`config.mk`:
```
export PLATFORM = sky130hd
export DESIGN_NAME = block_collider
export DESIGN_NICKNAME = d
export VERILOG_FILES = /design/src/rtl/block_collider.sv
export SDC_FILE = /design/constraint.sdc
export NUM_CORES = 1
export LEC_CHECK = 0
export BUFFER_PORTS_ARGS = -buffer_cell sky130_fd_sc_hd__buf_2
export CORE_AREA = 2 2 170 172
export CTS_CLUSTER_DIAMETER = 150
export CTS_CLUSTER_SIZE = 40
export DETAILED_ROUTE_END_ITERATION = 12
export DIE_AREA = 0 0 172 174
export PLACE_DENSITY = 0.58
export SYNTH_ARGS = -nofsm -noshare
export SYNTH_HDL_FRONTEND = slang
export SYNTH_SLANG_ARGS = --single-unit
export TNS_END_PERCENT = 1
```
`constraint.sdc`:
```
create_clock -name clock -period 6.8 [get_ports clock]
set_input_delay 0.68 -clock clock [delete_from_list [all_inputs] [get_ports clock]]
set_output_delay 0.68 -clock clock [all_outputs]
set_load 0.03 [all_outputs]
```
`src/rtl/block_collider.sv`:
```
// rtl/block_collider.sv - grid scanner testing balls/shots against block RAM cells
module block_collider #(
    parameter int BALL_NUM = 1,
    parameter int SHOT_NUM = 2,
    parameter int ROWS     = 48,
    parameter int COLS     = 32,
    parameter int BLK_W    = 20,
    parameter int BLK_H    = 10
) (
    input  logic                    clock,
    input  logic                    reset,
    input  logic                    scan_en,
    input  logic [BALL_NUM*10-1:0]  i_bx,
    input  logic [BALL_NUM*10-1:0]  i_by,
    input  logic [BALL_NUM-1:0]     b_active,
    input  logic [5:0]              b_radius,
    input  logic [SHOT_NUM*10-1:0]  i_sx,
    input  logic [SHOT_NUM*10-1:0]  i_sy,
    input  logic [SHOT_NUM-1:0]     s_active,
    input  logic [5:0]              s_radius,
    output logic [6:0]              row,
    output logic [6:0]              col,
    input  logic [3:0]              block,
    output logic                    wr_en,
    output logic [6:0]              wr_row,
    output logic [6:0]              wr_col,
    output logic [3:0]              wr_data,
    output logic                    ev_valid,
    input  logic                    ev_ready,
    output logic [BALL_NUM-1:0]     d_ball,
    output logic [SHOT_NUM-1:0]     d_shot,
    output logic [BALL_NUM-1:0]     bounce_x,
    output logic [BALL_NUM-1:0]     bounce_y,
    output logic                    destroy,
    output logic [9:0]              d_x,
    output logic [9:0]              d_y,
    output logic                    frame_done
);

    localparam logic [6:0] LAST_ROW = 7'(ROWS - 1);
    localparam logic [6:0] LAST_COL = 7'(COLS - 1);

    logic                s1_valid;
    logic                s1_fresh;
    logic [6:0]          s1_row;
    logic [6:0]          s1_col;
    logic [3:0]          blk_hold;
    logic [3:0]          cur_block;
    logic [10:0]         x0, x1, y0, y1;
    logic [BALL_NUM-1:0] b_hit, b_bnx, b_bny;
    logic [SHOT_NUM-1:0] s_hit;
    logic                any_hit, stall, capture, advance;

    function automatic logic overlap(input logic [10:0] cx, input logic [10:0] cy,
                                     input logic [10:0] r,
                                     input logic [10:0] lx0, input logic [10:0] lx1,
                                     input logic [10:0] ly0, input logic [10:0] ly1);
        return (cx + r >= lx0) && (cx <= lx1 + r) && (cy + r >= ly0) && (cy <= ly1 + r);
    endfunction

    // Row/col move on while a stalled cell waits, so its RAM data is kept locally.
    assign cur_block = s1_fresh ? block : blk_hold;

    assign x0 = 11'(32'(s1_col) * BLK_W);
    assign x1 = x0 + 11'(BLK_W - 1);
    assign y0 = 11'(32'(s1_row) * BLK_H);
    assign y1 = y0 + 11'(BLK_H - 1);

    always_comb begin
        logic [10:0] cx, cy;
        logic        in_x, in_y;
        b_hit = '0;
        b_bnx = '0;
        b_bny = '0;
        s_hit = '0;
        cx    = '0;
        cy    = '0;
        in_x  = 1'b0;
        in_y  = 1'b0;
        for (int i = 0; i < BALL_NUM; i++) begin
            cx       = {1'b0, i_bx[10*i +: 10]};
            cy       = {1'b0, i_by[10*i +: 10]};
            in_x     = (cx >= x0) && (cx <= x1);
            in_y     = (cy >= y0) && (cy <= y1);
            b_hit[i] = b_active[i] && overlap(cx, cy, {5'b0, b_radius}, x0, x1, y0, y1);
            b_bny[i] = b_hit[i] && (in_x || !in_y);
            b_bnx[i] = b_hit[i] && !in_x;
        end
        for (int j = 0; j < SHOT_NUM; j++) begin
            cx       = {1'b0, i_sx[10*j +: 10]};
            cy       = {1'b0, i_sy[10*j +: 10]};
            s_hit[j] = s_active[j] && overlap(cx, cy, {5'b0, s_radius}, x0, x1, y0, y1);
        end
    end

    assign any_hit = s1_valid && (cur_block != 4'd0) && ((|b_hit) || (|s_hit));
    assign stall   = any_hit && ev_valid && !ev_ready;
    assign capture = any_hit && (!ev_valid || ev_ready);
    assign advance = scan_en && !stall;

    assign wr_en      = capture && (cur_block != 4'hF);
    assign wr_row     = wr_en ? s1_row : 7'd0;
    assign wr_col     = wr_en ? s1_col : 7'd0;
    assign wr_data    = wr_en ? cur_block - 4'd1 : 4'd0;
    assign frame_done = s1_valid && !stall && (s1_row == LAST_ROW) && (s1_col == LAST_COL);

    always_ff @(posedge clock or negedge reset) begin
        if (!reset) begin
            row      <= '0;
            col      <= '0;
            s1_valid <= 1'b0;
            s1_fresh <= 1'b0;
            s1_row   <= '0;
            s1_col   <= '0;
            blk_hold <= '0;
        end else begin
            blk_hold <= cur_block;
            s1_fresh <= advance;
            if (advance) begin
                s1_valid <= 1'b1;
                s1_row   <= row;
                s1_col   <= col;
                if (col == LAST_COL) begin
                    col <= '0;
                    row <= (row == LAST_ROW) ? 7'd0 : row + 7'd1;
                end else begin
                    col <= col + 7'd1;
                end
            end else if (!stall) begin
                s1_valid <= 1'b0;
            end
        end
    end

    always_ff @(posedge clock or negedge reset) begin
        if (!reset) begin
            ev_valid <= 1'b0;
            d_ball   <= '0;
            d_shot   <= '0;
            bounce_x <= '0;
            bounce_y <= '0;
            destroy  <= 1'b0;
            d_x      <= '0;
            d_y      <= '0;
        end else if (capture) begin
            ev_valid <= 1'b1;
            d_ball   <= b_hit;
            d_shot   <= s_hit;
            bounce_x <= b_bnx;
            bounce_y <= b_bny;
            destroy  <= (cur_block == 4'd1);
            d_x      <= 10'(x0 + 11'(BLK_W / 2));
            d_y      <= 10'(y0 + 11'(BLK_H / 2));
        end else if (ev_valid && ev_ready) begin
            ev_valid <= 1'b0;
        end
    end

endmodule
```
==> results of run 1 <==
-- how the worst max path moves through the flow --
| stage | end | slack, ns |
|---|---|---|
| global route | wr_data[1] | 0.008 |
| CTS | wr_col[3] | 0.12 |
| detailed placement | wr_col[3] | 0.27 |
| finish | frame_done | 0.43 |
| floorplan | wr_col[0] | 1.05 |
| global placement | wr_row[3] | 0.48 |
-- through the flow --
| stage | instance area, um2 | util (%) | instances | hold slack, ns | setup slack [ns] |
|---|---|---|---|---|---|
| detailed placement | 10980 | 38.89 | 1642 | 0.4744 | 0.2725 |
| global placement | 10980 | 38.89 | 1642 | 0.4674 | 0.4819 |
| floorplan | 9714 | - | 1109 | 0.3844 | 1.046 |
| global route | 11320 | 40.08 | 1661 | 0.5082 | 0.007682 |
| finish | 11320 | 40.08 | 1661 | 0.4807 | 0.4342 |
| CTS | 11280 | 39.95 | 1658 | 0.4856 | 0.1191 |
-- layout make-up --
cell class / count / share of cell area [%]
Multi-Input combinational cell: 966 / 70.00
Sequential cell: 59 / 13.04
Timing Repair Buffer: 160 / 7.583
Tap cell: 384 / 4.245
Inverter: 75 / 2.509
Clock buffer: 9 / 1.990
Clock inverter: 7 / 0.6080
Antenna cell: 1 / 0.02211
-- layout by cell type (no fill, tap or decap), drive strengths merged, types with 14 or more instances in the layout --
cell type | Yosys | routed
o21a | 22 | 22
nor2b | 25 | 25
buf | 6 | 160
nand3 | 27 | 27
nor3 | 18 | 18
nand2 | 58 | 58
xor2 | 22 | 22
a21oi | 83 | 83
nor2 | 70 | 70
ha | 234 | 234
and2 | 20 | 20
nand4 | 21 | 21
inv | 75 | 75
mux2 | 23 | 23
o21ai | 53 | 53
dfrtp | 59 | 59
o21bai | 19 | 19
xnor2 | 85 | 85
a211oi | 14 | 14
a21o | 36 | 36
-- sequential cells by signal (all words and copies together), names as in the netlist --
| signal | cells |
|---|---|
| d_y | 10 |
| d_x | 8 |
| col | 7 |
| row | 7 |
| s1_col | 7 |
| s1_row | 7 |
| blk_hold | 4 |
| d_shot | 2 |
| bounce_x | 1 |
| bounce_y | 1 |
| d_ball | 1 |
| destroy | 1 |
| ev_valid | 1 |
| s1_fresh | 1 |
| s1_valid | 1 |
-- kinds of logic after synthesis --
logic type      after synthesis
compound gates              299
buf+inv                      84
other cells                   1
flops                        59
simple gates                288
mux                          27
fa+ha+maj                   244
xor+xnor                    107
-- metal layers --
layer,track usage (%),share of wire (%)
met1,24.58,45
met2,33.38,49
met3,2.186,3.3
met4,4.517,2.3
met5,0,0
-- worst max-delay path, stage by stage (launching register included) --
cell     delay (ns)
dfrtp_1        0.44
ha_1           0.30
ha_1           0.43
ha_1           0.40
ha_1           0.35
a21o_1         0.19
a31oi_1        0.13
buf_4          0.18
o21ai_0        0.09
nand2_1        0.07
o21ai_0        0.07
nand2_1        0.07
o41ai_1        0.08
xnor2_1        0.33
ha_1           0.31
nand3_1        0.10
nor3_1         0.07
a21oi_1        0.10
o21ai_0        0.08
a31oi_1        0.30
o21ai_2        0.13
a22oi_2        0.40
a211o_1        0.35
and3_1         0.20
buf_2          0.19
-- what timing repair did --
| item | 4_1_cts | 5_1_grt |
|---|---|---|
| hold buffers | 0 | 0 |
| setup buffers | 0 | 2 |
| gates resized for setup | 1 | 1 |
| pin swaps | 0 | 1 |
| endpoints found under the setup margin | 17 | 20 |
==> out/metrics.csv, run 1 <==
stage,metric,value,unit
detailed_routing,Pre-antenna DRT Iters,5,
worst_setup_path,crit-path max FO,8,
detailed_routing,routed wire length,28040,um
status,outcome,"complete, no violations",
clocking,H-tree lvl count,3,
worst_hold_path,cell depth of the worst hold path,1,
job,max cap viols,0,
synth,mux cell area share after synthesis,3.156,%
synth,synthesized-area fraction occupied by adder cells,32.20,%
worst_setup_path,critical path launch point type,flop,
synth,most frequent cell after synthesis,ha_1,
clocking,CTS root buf,clkbuf_16,
sta,Final Hold Fails,0,
layout,fraction of final layout cells with drive strength greater than 1,16.69,%
worst_setup_path,startpoint of the worst register-to-register path,s1_row[3]$_DFFE_PN0P_,
synth,number of instances in the synthesized netlist,1109,
worst_setup_path,critical path class,reg2out,
worst_setup_path,setup slack of the worst register-to-register path,1.10,ns
die,Boundary Pins,144,
detailed_routing,number of nets still failing antenna checks after routing,0,
die,floorplan row count,62,
synth,distinct cell type count of the synthesized netlist,81,
grt,Total Routing Usage GR,18.96,%
synth,post-synthesis share of cell area spent on xor and xnor gates,9.802,%
sta,largest clock skew in the final design,0.007306,ns
die,Die ar.,0.02993,mm2
sta,slew at the pin closest to its max-slew limit,0.9208,ns
worst_setup_path,endpoint of the worst register-to-register path,s1_row[0]$_DFFE_PN0P_,
synth,async set or reset register ratio after synthesis,100.0,%
placed_design,post-detailed-placement half-perimeter wirelength,23840,um
clocking,clock-pin slew of the registers on the worst-case setup and hold paths,0.05,ns
worst_hold_path,worst hold path class,reg2reg,
die,effective utilization at floorplan,34.40,%
synth,mean instance size in the synthesized netlist,8.760,um2
grt,first-pass GRT wire length,45070,um
sta,Setup TNS Final,0,ns
placed_design,RePlAce Congestion,0.9199,
synth,primary flip-flop cell chosen by synthesis mapping,dfrtp_1,
detailed_routing,detailed router's first-iteration violation count,522,
layout,storage element area,0.001476,mm2
worst_setup_path,crit path from,s1_col[3]$_DFFE_PN0P_,
worst_setup_path,FF-to-FF path depth,20,
worst_hold_path,"Endpoint, Worst Hold",d_shot[0]$_DFFE_PN0P_,
synth,share of the yosys chip area belonging to registers,15.20,%
sta,Worst slew margin,38.05,%
synth,main area contributors after synthesis,"ha_1 30%, dfrtp_1 15%, xnor2_1 7.6%, a21oi_1 4.3%, a21o_1 2.8%",
clocking,total CTS buffers,9,
synth,total number of yosys warnings,0,
die,Core Box Area,0.02824,mm2
detailed_routing,DRC Markers,0,
die,Die X-Extent,172,um
synth,compound-gate portion of the synthesized area,20.76,%
synth,area share of the leading cell type in the synthesized netlist,30.14,%
layout,signed area change from the synthesized netlist to the final layout,16.51,%
detailed_routing,vias per std cell,5.183,
clocking,Clock Tree Buf Depth,2,
sta,"Slew Viols, Final",0,
synth,Yosys top cell by area,ha_1,
layout,area of the multi-input gates,0.007923,mm2
clocking,clock latency of the later-clocked register in the worst-skew pair,0.33,ns
worst_hold_path,startpoint of the worst hold path,d_shot[0]$_DFFE_PN0P_,
die,Die Span Y,174,um
layout,Final nets,1598,
sta,final-report setup violation count,0,
synth,"top cells by count, synth","234 x ha_1, 84 x xnor2_1, 83 x a21oi_1, 72 x inv_1, 69 x nor2_1",
worst_setup_path,critical path required time,6.12,ns
grt,gr ovfl total,0,
synth,number of nets produced by synthesis,1436,
sta,time the worst path needs with I/O delays and setup,6.366,ns
grt,pin count of the biggest net entering global routing,60,
layout,final-layout fill cell count,2867,
grt,initial antenna violation count,1,
detailed_routing,total via count in the routed design,8609,
synth,number of synthesized flops with an enable pin,0,
worst_setup_path,arrival time of data at the critical path endpoint,5.69,ns
sta,maximum clock frequency,157.1,MHz
clocking,CTS tree,done,
synth,"Cell Area, Synth",0.009714,mm2
sta,"Period Utilization, post-route",93.61,%
placed_design,number of buffers inserted by port buffering,142,
sta,setup repair after global routing missed its margin,no,
synth,dominant combinational cell family by area after synthesis,adder cells,
worst_setup_path,critical path endpoint category,output pin,
clocking,clock sink count,59,
grt,number of global-route vias before repair,8601,
detailed_routing,DR WL/cell,16.88,um
synth,Simple-Gate Fraction of Synth Area,15.39,%
synth,Yosys reg bits,59,
Power of run 1 is left out: the tool's default activity adds up to more than one toggle a clock period on the data nets, which glitch-free logic cannot reach.
==> inputs of run 2 (changes only) <==
ABC_AREA = 1   (was default)
CORE_AREA = 2 2 175 177   (was 2 2 170 172)
DIE_AREA = 0 0 177 179   (was 0 0 172 174)
==> run 2 against run 1 <==
Non-clock buffer count fell by 12; via count rose by 15%; critical path type unchanged; clock-buffer cell count rose by 1; critical path depth did not move; sequential share of layout area fell by 0.42 points; worst hold slack improved by 0.0051 ns; critical endpoint is now wr_row[5]; fmax rose by 2.4%; flip-flop and latch count did not move; synthesized area rose by 5.7%; worst setup slack improved by 0.15 ns.
==> out/metrics.csv, run 2 <==
stage,metric,value,unit
status,outcome,"complete, no violations",
placed_design,number of buffers inserted by port buffering,142,
detailed_routing,number of nets still failing antenna checks after routing,0,
clocking,Clock Tree Buf Depth,2,
detailed_routing,detailed router's first-iteration violation count,508,
worst_setup_path,critical path required time,6.12,ns
layout,biggest regs,"d_y: 10 flops, d_x: 8 flops",
layout,final-layout fill cell count,3200,
sta,time the worst path needs with I/O delays and setup,6.215,ns
clocking,hold_buf cts,0,
power,Comb pwr share,73.9,%
placed_design,worst setup slack after placement,0.8105,ns
worst_setup_path,arrival time of data at the critical path endpoint,5.53,ns
layout,largest register by flop count,d_y,
synth,number of synthesized flops with an enable pin,0,
clocking,clock latency of the later-clocked register in the worst-skew pair,0.33,ns
power,internal power consumption,1.591,mW
die,Die Span Y,179,um
clocking,CTS root buf,clkbuf_16,
detailed_routing,DRC Markers,0,
layout,Final nets,1929,
die,effective utilization at floorplan,34.20,%
layout,"top library cells by usage in the layout, fill and taps aside","329 x nand2_1, 234 x ha_1, 202 x inv_1",
die,Die ar.,0.03168,mm2
sta,"Slew Viols, Final",0,
clocking,total CTS buffers,9,
synth,mean instance size in the synthesized netlist,7.054,um2
synth,primary flip-flop cell chosen by synthesis mapping,dfrtp_1,
synth,most frequent cell after synthesis,nand2_1,
sta,"Period Utilization, post-route",91.39,%
synth,total number of yosys warnings,0,
detailed_routing,Pre-antenna DRT Iters,5,
die,Core Box Area,0.03003,mm2
synth,number of instances in the synthesized netlist,1456,
placed_design,RePlAce Congestion,0.8753,
sta,slew at the pin closest to its max-slew limit,0.7699,ns
worst_setup_path,critical path launch point type,flop,
grt,Total Routing Usage GR,19.18,%
power,part of the total power dissipated in sequential elements,14.6,%
die,Die X-Extent,177,um
worst_setup_path,critical path class,reg2out,
power,share of power burned in the clock network,11.6,%
placed_design,post-detailed-placement half-perimeter wirelength,25930,um
sta,Final Hold Fails,0,
synth,Yosys top cell by area,ha_1,
clocking,clock-pin slew of the registers on the worst-case setup and hold paths,0.05,ns
clocking,clock sink count,59,
clocking,CTS tree,done,
detailed_routing,total via count in the routed design,9937,
grt,gr ovfl total,0,
synth,number of nets produced by synthesis,1783,
clocking,post-cts repair resize count,0,
synth,"top cells by count, synth","329 x nand2_1, 234 x ha_1, 202 x inv_1, 111 x a21oi_1, 105 x nor2_1",
detailed_routing,DR WL/cell,15.39,um
layout,signed area change from the synthesized netlist to the final layout,13.89,%
worst_setup_path,critical path endpoint category,output pin,
synth,area share of the leading cell type in the synthesized netlist,28.51,%
sta,post-route setup slack,0.5852,ns
power,switching share of total power,54.00,%
sta,final-report setup violation count,0,
synth,async set or reset register ratio after synthesis,100.0,%
worst_hold_path,worst hold path class,reg2reg,
detailed_routing,routed wire length,30850,um
grt,first-pass GRT wire length,47980,um
synth,share of the yosys chip area belonging to registers,14.37,%
detailed_routing,vias per std cell,4.956,
synth,main area contributors after synthesis,"ha_1 29%, dfrtp_1 14%, nand2_1 12%, inv_1 7.4%, xor2_1 5.5%",
sta,Worst slew margin,48.67,%
layout,fraction of final layout cells with drive strength greater than 1,13.38,%
power,Leakage,6.321,nW
job,max cap viols,0,
sta,setup repair after global routing missed its margin,no,
power,peak supply drop,0.0001457,V
grt,initial antenna violation count,2,
power,Sw Pwr,1.868,mW
grt,pin count of the biggest net entering global routing,60,
synth,"Cell Area, Synth",0.01027,mm2
sta,Setup TNS Final,0,ns
worst_setup_path,crit-path max FO,21,
synth,distinct cell type count of the synthesized netlist,44,
layout,"commonest non-fill, non-tap cell in the layout",nand2_1,
die,Boundary Pins,144,
sta,largest clock skew in the final design,0.004955,ns
layout,number of flip-flops under the largest register name,10,
placed_design,post-detailed-placement cell area,0.01142,mm2
die,floorplan row count,64,
clocking,H-tree lvl count,3,
grt,number of global-route vias before repair,9326,
synth,Yosys reg bits,59,
sta,maximum clock frequency,160.9,MHz
power,pwr/cell area,295.8,mW/mm2
clocking,"Setup Fix Bufs, Post-CTS",0,
layout,final design instance area without fill,0.01170,mm2
==> run 2: cell types whose count changed in the layout (fill, tap and decap cells not counted), moves of 32 or more <==
| cell | change |
|---|---|
| xor2_1 | +43 |
| nor2_1 | +36 |
| inv_1 | +130 |
| nand3_1 | +39 |
| a21o_1 | -32 |
| nand2_1 | +271 |
| xnor2_1 | -51 |
==> run 2: cell type report <==
| class | count | area [um2] | area share [%] |
|---|---|---|---|
| Antenna cell | 2 | 5.005 | 0.04279 |
| Multi-Input combinational cell | 1175 | 7916 | 67.68 |
| Clock buffer | 10 | 229.0 | 1.957 |
| Sequential cell | 59 | 1476 | 12.62 |
| Inverter | 209 | 787.0 | 6.728 |
| Timing Repair Buffer | 148 | 755.7 | 6.461 |
| Tap cell | 396 | 495.5 | 4.236 |
| Clock inverter | 6 | 32.53 | 0.2781 |
==> run 2: metal layers <==
metal	GRT usage (%)	routed length (um)	up-vias	share of wire, %
li1	-	-	5146	-
met1	24.67	14050	4574	46
met2	34.05	15010	166	49
met3	1.718	952	51	3.1
met4	5.544	830	0	2.7
met5	0	0	-	0
==> run 2: path summary, 6_finish.rpt <==
| path | startpoint | endpoint | slack [ns] | cells past startpoint |
|---|---|---|---|---|
| min in group asynchronous | reset | d_y[6]$_DFFE_PN0P_ | 0.51 | 2 |
| min | d_ball$_DFFE_PN0P_ | d_ball$_DFFE_PN0P_ | 0.49 | 2 |
| min reg2reg | d_ball$_DFFE_PN0P_ | d_ball$_DFFE_PN0P_ | 0.49 | 2 |
| max in group asynchronous | reset | col[5]$_DFFE_PN0P_ | 5.78 | 2 |
| max reg2reg | s1_row[3]$_DFFE_PN0P_ | s1_col[3]$_DFFE_PN0P_ | 1.20 | 24 |
| max | s1_row[3]$_DFFE_PN0P_ | wr_row[5] | 0.59 | 24 |
==> run 2: power by group through the flow <==
stage	logic, mW	registers (mW)	clock network (mW)
detailed placement	2.54	0.509	0
CTS	2.56	0.503	0.405
finish	2.56	0.504	0.401
global route	2.92	0.514	0.424
floorplan	1.76	0.607	0
global placement	2.50	0.508	0
==> run 2: kinds of logic after synthesis <==
group / count (synthesis) / synth area share, %
AO/OA/AOI/OAI: 213 / 11.48
XOR/XNOR: 98 / 8.430
adder cells (fa/ha/maj): 244 / 30.45
buffers and inverters: 223 / 8.649
flip-flops: 59 / 14.37
multiplexers: 1 / 0.09746
other: 1 / 0.03651
AND/OR/NAND/NOR: 617 / 26.48
==> run 2: metrics by stage <==
step	hold slack (ns)	utilization [%]	power, mW	cells
after floorplan	0.3844	-	2.371	1456
after global placement	0.4663	38.03	3.009	1986
after detailed placement	0.4723	38.03	3.048	1986
after CTS	0.4848	38.90	3.466	2002
after global routing	0.4983	38.95	3.854	2004
final	0.4858	38.95	3.460	2005
==> run 2: worst max-delay path, cell delays in order (launching register included) <==
cell     delay, ns
dfrtp_1       0.43
ha_1          0.30
ha_1          0.24
fa_1          0.61
xor2_1        0.36
ha_1          0.35
a21oi_1       0.16
o21ai_0       0.11
nor2_1        0.17
nor2_1        0.06
nand2_1       0.11
xnor2_1       0.08
ha_1          0.30
nand2_1       0.07
nor3_1        0.19
nor3b_1       0.21
a21oi_1       0.07
nand3_1       0.11
nand3_2       0.12
nand3_2       0.16
nand3_4       0.25
inv_4         0.19
nand2_4       0.19
nor2_1        0.15
buf_2         0.21
Note: power is estimated with default switching activity, not from simulation.
